## src/rtl/ov_cam_init_seq.sv

```systemverilog
// OV13850 init-table sequencer: walks a 24-bit entry ROM and drives a fixed-frame I2C
// write engine, handling delay/end markers and generating the engine's bit-phase tick.
module ov_cam_init_seq #(
    parameter int unsigned TICK_DIV  = 250,
    parameter int unsigned MS_CYCLES = 100000,
    parameter int unsigned ADDR_W    = 8,
    parameter int unsigned TMO_TICKS = 255
) (
    input  logic              clock_in,
    input  logic              reset_in,
    input  logic              start,
    output logic [ADDR_W-1:0] rom_addr,
    input  logic [23:0]       rom_data,
    output logic              iic_clock_en,
    output logic [23:0]       iic_data,
    output logic              iic_enable,
    output logic              iic_start_xfer,
    input  logic              iic_xfer_done,
    output logic              busy,
    output logic              init_done,
    output logic              init_err,
    output logic [ADDR_W-1:0] wr_count
);

    localparam int unsigned TickW = (TICK_DIV > 1) ? $clog2(TICK_DIV) : 1;
    localparam int unsigned DlyW  = $clog2(255 * MS_CYCLES + 1);
    localparam int unsigned TcRaw = $clog2(TMO_TICKS + 1);
    localparam int unsigned TcW   = (TcRaw > 3) ? TcRaw : 3;

    typedef enum logic [3:0] {
        StIdle, StFetch, StDecode, StArm, StWait, StGap, StDelay, StNext, StDone
    } state_e;

    state_e            state_q, state_d;
    logic [TickW-1:0]  tick_q, tick_d;
    logic [ADDR_W-1:0] addr_q, addr_d;
    logic [23:0]       data_q, data_d;
    logic              en_q, en_d;
    logic              sx_q, sx_d;
    logic              busy_q, busy_d;
    logic              done_q, done_d;
    logic              err_q, err_d;
    logic [ADDR_W-1:0] wr_q, wr_d;
    logic [DlyW-1:0]   dly_q, dly_d;
    logic [TcW-1:0]    tc_q, tc_d;
    logic              tick;
    logic              is_end;
    logic              is_dly;

    assign tick   = (tick_q == TickW'(TICK_DIV - 1));
    assign is_end = (rom_data == 24'hFFFFFF);
    assign is_dly = (rom_data[23:8] == 16'hFFFE);

    assign tick_d = tick ? '0 : tick_q + TickW'(1);

    always_comb begin
        state_d = state_q;
        addr_d  = addr_q;
        data_d  = data_q;
        en_d    = en_q;
        sx_d    = sx_q;
        busy_d  = busy_q;
        done_d  = done_q;
        err_d   = err_q;
        wr_d    = wr_q;
        dly_d   = dly_q;
        tc_d    = tc_q;
        case (state_q)
            StIdle: begin
                if (start) begin
                    addr_d  = '0;
                    done_d  = 1'b0;
                    err_d   = 1'b0;
                    wr_d    = '0;
                    busy_d  = 1'b1;
                    state_d = StFetch;
                end
            end
            StFetch: state_d = StDecode;
            StDecode: begin
                if (is_end) begin
                    state_d = StDone;
                end else if (is_dly) begin
                    if (rom_data[7:0] == 8'd0) begin
                        state_d = StNext;
                    end else begin
                        dly_d   = DlyW'(rom_data[7:0]) * DlyW'(MS_CYCLES);
                        state_d = StDelay;
                    end
                end else begin
                    data_d  = rom_data;
                    en_d    = 1'b1;
                    sx_d    = 1'b1;
                    state_d = StArm;
                end
            end
            StArm: begin
                // Restart must span one engine tick so its bit counter is cleared.
                if (tick) begin
                    sx_d    = 1'b0;
                    tc_d    = '0;
                    state_d = StWait;
                end
            end
            StWait: begin
                if (iic_xfer_done) begin
                    wr_d    = wr_q + ADDR_W'(1);
                    en_d    = 1'b0;
                    tc_d    = '0;
                    state_d = StGap;
                end else if (tick) begin
                    if (tc_q == TcW'(TMO_TICKS - 1)) begin
                        err_d   = 1'b1;
                        en_d    = 1'b0;
                        state_d = StDone;
                    end else begin
                        tc_d = tc_q + TcW'(1);
                    end
                end
            end
            StGap: begin
                if (tick) begin
                    if (tc_q == TcW'(3)) begin
                        state_d = StNext;
                    end else begin
                        tc_d = tc_q + TcW'(1);
                    end
                end
            end
            StDelay: begin
                dly_d = dly_q - DlyW'(1);
                if (dly_q <= DlyW'(1)) begin
                    dly_d   = '0;
                    state_d = StNext;
                end
            end
            StNext: begin
                if (addr_q == '1) begin
                    state_d = StDone;
                end else begin
                    addr_d  = addr_q + ADDR_W'(1);
                    state_d = StFetch;
                end
            end
            StDone: begin
                busy_d  = 1'b0;
                done_d  = ~err_q;
                state_d = StIdle;
            end
            default: state_d = StIdle;
        endcase
    end

    always_ff @(posedge clock_in or posedge reset_in) begin
        if (reset_in) begin
            state_q <= StIdle;
            tick_q  <= '0;
            addr_q  <= '0;
            data_q  <= '0;
            en_q    <= 1'b0;
            sx_q    <= 1'b0;
            busy_q  <= 1'b0;
            done_q  <= 1'b0;
            err_q   <= 1'b0;
            wr_q    <= '0;
            dly_q   <= '0;
            tc_q    <= '0;
        end else begin
            state_q <= state_d;
            tick_q  <= tick_d;
            addr_q  <= addr_d;
            data_q  <= data_d;
            en_q    <= en_d;
            sx_q    <= sx_d;
            busy_q  <= busy_d;
            done_q  <= done_d;
            err_q   <= err_d;
            wr_q    <= wr_d;
            dly_q   <= dly_d;
            tc_q    <= tc_d;
        end
    end

    assign rom_addr       = addr_q;
    assign iic_clock_en   = tick;
    assign iic_data       = data_q;
    assign iic_enable     = en_q;
    assign iic_start_xfer = sx_q;
    assign busy           = busy_q;
    assign init_done      = done_q;
    assign init_err       = err_q;
    assign wr_count       = wr_q;

endmodule

```

## config.mk

```make
export PLATFORM = sky130hd
export DESIGN_NAME = ov_cam_init_seq
export DESIGN_NICKNAME = d
export VERILOG_FILES = /design/src/rtl/ov_cam_init_seq.sv
export SDC_FILE = /design/constraint.sdc
export NUM_CORES = 1
export LEC_CHECK = 0
export BUFFER_PORTS_ARGS = -buffer_cell sky130_fd_sc_hd__buf_2
export CAP_MARGIN = 10
export CORE_MARGIN = 1.5
export CORE_UTILIZATION = 55
export DETAILED_ROUTE_END_ITERATION = 7
export GPL_ROUTABILITY_DRIVEN = 0
export PLACE_DENSITY = 0.76
export SYNTH_ARGS = -nofsm -noshare
export SYNTH_HDL_FRONTEND = slang
export SYNTH_SLANG_ARGS = --single-unit
```

## constraint.sdc

```tcl
create_clock -name clock_in -period 3.18 [get_ports clock_in]
set_input_delay 0.477 -clock clock_in [delete_from_list [all_inputs] [get_ports clock_in]]
set_output_delay 0.477 -clock clock_in [all_outputs]
set_load 0.02 [all_outputs]
```

==> impl_results.rst <==
.. list-table::
   :header-rows: 1

   * - Metric
     - Value
   * - Run status
     - finished, violations left
   * - Violated checks
     - negative setup slack
   * - Root Buffer
     - sky130_fd_sc_hd__clkbuf_16
   * - Startpoint of the worst-slack reg-to-reg timing path
     - dly_q[10]
   * - Fin Clk Skew
     - 0.00502 ns
   * - Die Footprint
     - 11900 µm²
   * - Busiest layer in global routing
     - met2
   * - Total congestion overflow
     - 0
   * - Largest family of logic cells by synthesized area
     - simple AND/OR/NAND/NOR gates
   * - Category of the worst setup path launch point
     - input port
   * - Share of post-route cells with drive strength above 1
     - between 20% and 30%
   * - CTS HTree Levels
     - 3
   * - Instance count of the mapped netlist
     - 656
   * - Mean Syn Cell Area
     - 9.46 µm²
   * - Adder-cell area share of the yosys netlist
     - between 10% and 20%
   * - Number of top-level pins
     - 74
   * - Setup repair after global routing missed its margin
     - yes
   * - Number of port buffers
     - 73
   * - Number of antenna repair diodes
     - 0
   * - Flop-to-flop setup slack
     - about 0.12 ns
   * - Yosys warnings
     - 0
   * - Die width
     - roughly 110 µm
   * - Layout Cells excl Fill
     - 939
   * - R2R cell count
     - 6
   * - CP max stage delay
     - 0.51 ns
   * - Average routed wire per standard cell
     - 17.7 µm
   * - Cell area power density
     - just under 800 nW/µm²
   * - Hold Crit Class
     - input port to asynchronous set/reset pin
   * - Residual DRC count
     - 0
   * - Register bit count reported by yosys
     - 90
   * - Sequential-to-total area share from yosys stat
     - roughly 36%
   * - Global routing usage on met3
     - 4.84%
   * - Async SR Flop Fraction
     - 100%
   * - Count of fill cells added during filler insertion
     - 805
   * - Data required time of the worst path
     - 3.42 ns
   * - Share of synthesized area spent on multiplexers
     - 5.16%
   * - Number of optimization iterations in the first detailed-route pass
     - 6
   * - Post-synthesis compound-gate area fraction
     - 15.8%
   * - Final number of hold-violating endpoints
     - 0
   * - Sum of buffers and inverters on the critical path
     - 3
   * - Accumulated negative setup slack
     - -3.94 ns
   * - Family of cells with the greatest summed delay on the critical path
     - adder cells
   * - Element type at the critical path end
     - flop
   * - Upper clock frequency limit
     - roughly 270 MHz
   * - Via density per instance
     - about 6.0
   * - Buffer levels on the longest clock path
     - 2
   * - Drt total wl
     - 16600 µm
   * - CTS Hold Buffers Added
     - 0
   * - Clock latency at the later pin of the worst-skew pair
     - 0.36 ns
   * - Worst setup path category
     - input port to flop
   * - Leakage dissipation
     - 3.68 nW
   * - Post-DP HPWL
     - 11800 µm
   * - Placed cell count
     - 916
   * - Die Span Y
     - 109 µm
   * - Clock tree sinks
     - 90
   * - Worst-path clk slew
     - 0.07 ns
   * - Actual transition at the worst max-transition pin
     - 0.571 ns
   * - Total track usage
     - 28.4%
   * - Net count, final
     - about 900
   * - Core region area
     - approximately 11000 µm²
   * - Max_cap viols
     - 0
   * - Share of the clock period used by the worst path after layout
     - 117%
   * - Initial antenna violation count
     - 0
   * - Post-synthesis xor/xnor area fraction
     - 3.67%
   * - Growth of design area from synthesis to finish
     - 25.6%
   * - Number of buffers inserted during clock tree synthesis
     - 9
   * - Area of the mapped netlist
     - 6210 µm²
   * - Met1 Track Usage GR
     - 33.6%
   * - Simple-gate share of the synthesized area
     - a little under a fifth
   * - Initial Utilization
     - 56.8%
   * - Clock tree from TritonCTS
     - done
   * - Cell row count
     - 38
   * - Post-synthesis net count
     - approximately 760
   * - DR vias
     - 5644
   * - Post-synthesis cell type count
     - 59
   * - Slowest-stage cell, CP
     - sky130_fd_sc_hd__fa_1
   * - Final critical-path required period
     - approximately 3.7 ns
   * - Endpoint of the worst register-to-register path
     - state_q[1]
   * - Maximum number of pins on one net before global-route repair
     - roughly 90
   * - Leading cell type in the layout, fill and taps excluded
     - sky130_fd_sc_hd__dfrtp_1
   * - Top cell by count, worst path
     - sky130_fd_sc_hd__ha_4
   * - Worst vdd rail ir drop
     - 547 µV
   * - Most used cells in the layout excluding fill and tap cells
     - sky130_fd_sc_hd__dfrtp_1 (90), sky130_fd_sc_hd__nor2_1 (71), sky130_fd_sc_hd__buf_2 (71)
   * - Post-synth top flop
     - sky130_fd_sc_hd__dfrtp_1
   * - Setup-violating endpoint count in the final report
     - 11
   * - First-pass GRT wire length
     - 26400 µm
   * - Met2 Use GR
     - 49.7%
   * - Normalized max-slew margin
     - 61.9%
   * - Vias in the first global route
     - 5664
   * - Final Max Slew Viols
     - 0
   * - CP max FO
     - 3
   * - Arrival time at the worst endpoint
     - just under 4 ns
   * - Least setup slack across all paths after layout
     - -0.527 ns
   * - Critical-path cell list
     - buf_8 > ha_4 > ha_4 > inv_2 > fa_1 > inv_2 > fa_1 > ha_4 > nor2b_4 > o2111ai_2 > a31oi_2 > o2111a_2 > o311ai_2 > a2111oi_1 > or3b_4
   * - First-iteration detailed-routing DRC count
     - 358
   * - Number of synthesized flops with an enable pin
     - 0
   * - Number of antenna-violating nets in the routed design
     - 0
[per-layer routing]
layer	routed length [µm]	up-vias
li1	-	2672
met1	6740	2758
met2	8710	174
met3	636	40
met4	548	0
met5	0	-
[cells by family (layout without fill, tap and decap cells)]
logic type                 after synthesis  count (layout)
AOI/OAI and AO/OA                      147             147
xor gates and xnor gates                26              26
adders and majority gates               77              77
buffers and inverters                   48             191
DFF                                     90              90
muxes                                   29              29
and+or+nand+nor                        239             239
[timing repair]
action,CTS,global route
setup endpoints to repair,11,11
pin swaps,20,7
resized for setup,24,12
setup buffers,5,3
[layout make-up]
type	instances	area [µm²]	share of cell area, %
Multi-Input combinational cell	518	4010	51.4
Tap cell	140	175	2.25
Clock buffer	10	239	3.06
Inverter	27	103	1.32
Clock inverter	6	41.3	0.530
Timing Repair Buffer	148	981	12.6
Sequential cell	90	2250	28.9
[cell usage after synthesis, types with 3 or more instances]
| cell | number | share of area [%] |
|---|---|---|
| sky130_fd_sc_hd__a211o_1 | 4 | 0.56 |
| sky130_fd_sc_hd__a211oi_1 | 5 | 0.60 |
| sky130_fd_sc_hd__a21o_1 | 3 | 0.36 |
| sky130_fd_sc_hd__a21oi_1 | 26 | 2.1 |
| sky130_fd_sc_hd__a31oi_1 | 4 | 0.40 |
| sky130_fd_sc_hd__and3_1 | 6 | 0.60 |
| sky130_fd_sc_hd__and4_1 | 4 | 0.56 |
| sky130_fd_sc_hd__buf_2 | 3 | 0.24 |
| sky130_fd_sc_hd__clkbuf_1 | 17 | 1.0 |
| sky130_fd_sc_hd__dfrtp_1 | 90 | 36 |
| sky130_fd_sc_hd__fa_1 | 12 | 3.9 |
| sky130_fd_sc_hd__ha_1 | 65 | 13 |
| sky130_fd_sc_hd__inv_1 | 27 | 1.6 |
| sky130_fd_sc_hd__mux2_2 | 24 | 4.4 |
| sky130_fd_sc_hd__mux2i_1 | 5 | 0.81 |
| sky130_fd_sc_hd__nand2_1 | 42 | 2.5 |
| sky130_fd_sc_hd__nand2b_1 | 11 | 1.1 |
| sky130_fd_sc_hd__nand3_1 | 26 | 2.1 |
| sky130_fd_sc_hd__nand4_1 | 10 | 1.0 |
| sky130_fd_sc_hd__nor2_1 | 73 | 4.4 |
| sky130_fd_sc_hd__nor2b_1 | 7 | 0.71 |
| sky130_fd_sc_hd__nor3_1 | 25 | 2.0 |
| sky130_fd_sc_hd__nor3b_1 | 3 | 0.36 |
| sky130_fd_sc_hd__nor4_1 | 5 | 0.50 |
| sky130_fd_sc_hd__o211ai_1 | 4 | 0.48 |
| sky130_fd_sc_hd__o21a_1 | 7 | 0.85 |
| sky130_fd_sc_hd__o21ai_0 | 56 | 4.5 |
| sky130_fd_sc_hd__o221ai_1 | 4 | 0.56 |
| sky130_fd_sc_hd__o31a_1 | 3 | 0.42 |
| sky130_fd_sc_hd__o31ai_1 | 9 | 1.1 |
| sky130_fd_sc_hd__or2_2 | 4 | 0.40 |
| sky130_fd_sc_hd__or3_1 | 8 | 0.81 |
| sky130_fd_sc_hd__or4_1 | 7 | 0.85 |
| sky130_fd_sc_hd__xnor2_1 | 7 | 0.99 |
| sky130_fd_sc_hd__xor2_1 | 19 | 2.7 |
[worst max path at each step]
stage / depth (start not counted) / to / slack [ns] / from
2_1_floorplan: 14 / dly_q[23] / -0.63 / rom_data[4]
3_3_place_gp: 15 / dly_q[23] / -0.89 / rom_data[4]
3_5_place_dp: 15 / dly_q[23] / -0.94 / rom_data[4]
4_1_cts: 15 / dly_q[23] / -0.53 / rom_data[4]
5_1_grt: 15 / dly_q[23] / -0.61 / rom_data[4]
6_report: 15 / dly_q[23] / -0.53 / rom_data[4]
[worst min-delay path: cells and delay by family]
kind | cells | cell delay [ns]
buffers and inverters | 3 | 0.52
[per-stage QoR]
step	setup slack (ns)	power (mW)	hold slack [ns]	instance area (µm²)	util (%)
after floorplan	-0.631	3.94	0.444	6320	-
after global placement	-0.887	4.80	0.458	7320	66.9
after detailed placement	-0.944	4.93	0.464	7320	66.9
after CTS	-0.533	6.09	0.264	7720	70.6
after global routing	-0.611	6.59	0.281	7800	71.3
final	-0.527	6.19	0.196	7800	71.3
[where the power goes]
| group | total, mW | switching, mW | internal, mW |
|---|---|---|---|
| Combinational | 3.31 | 1.86 | 1.45 |
| Clock | 1.03 | 0.476 | 0.552 |
| Sequential | 1.85 | 0.335 | 1.52 |
[flip-flops by register name, indices dropped and copies added (netlist names)]
register	cells
init_done	1
iic_data	24
tick_q	8
tc_q	8
iic_start_xfer	1
busy	1
wr_count	8
rom_addr	8
dly_q	25
iic_enable	1
state_q	4
init_err	1
(Power assumes the default switching activity.)
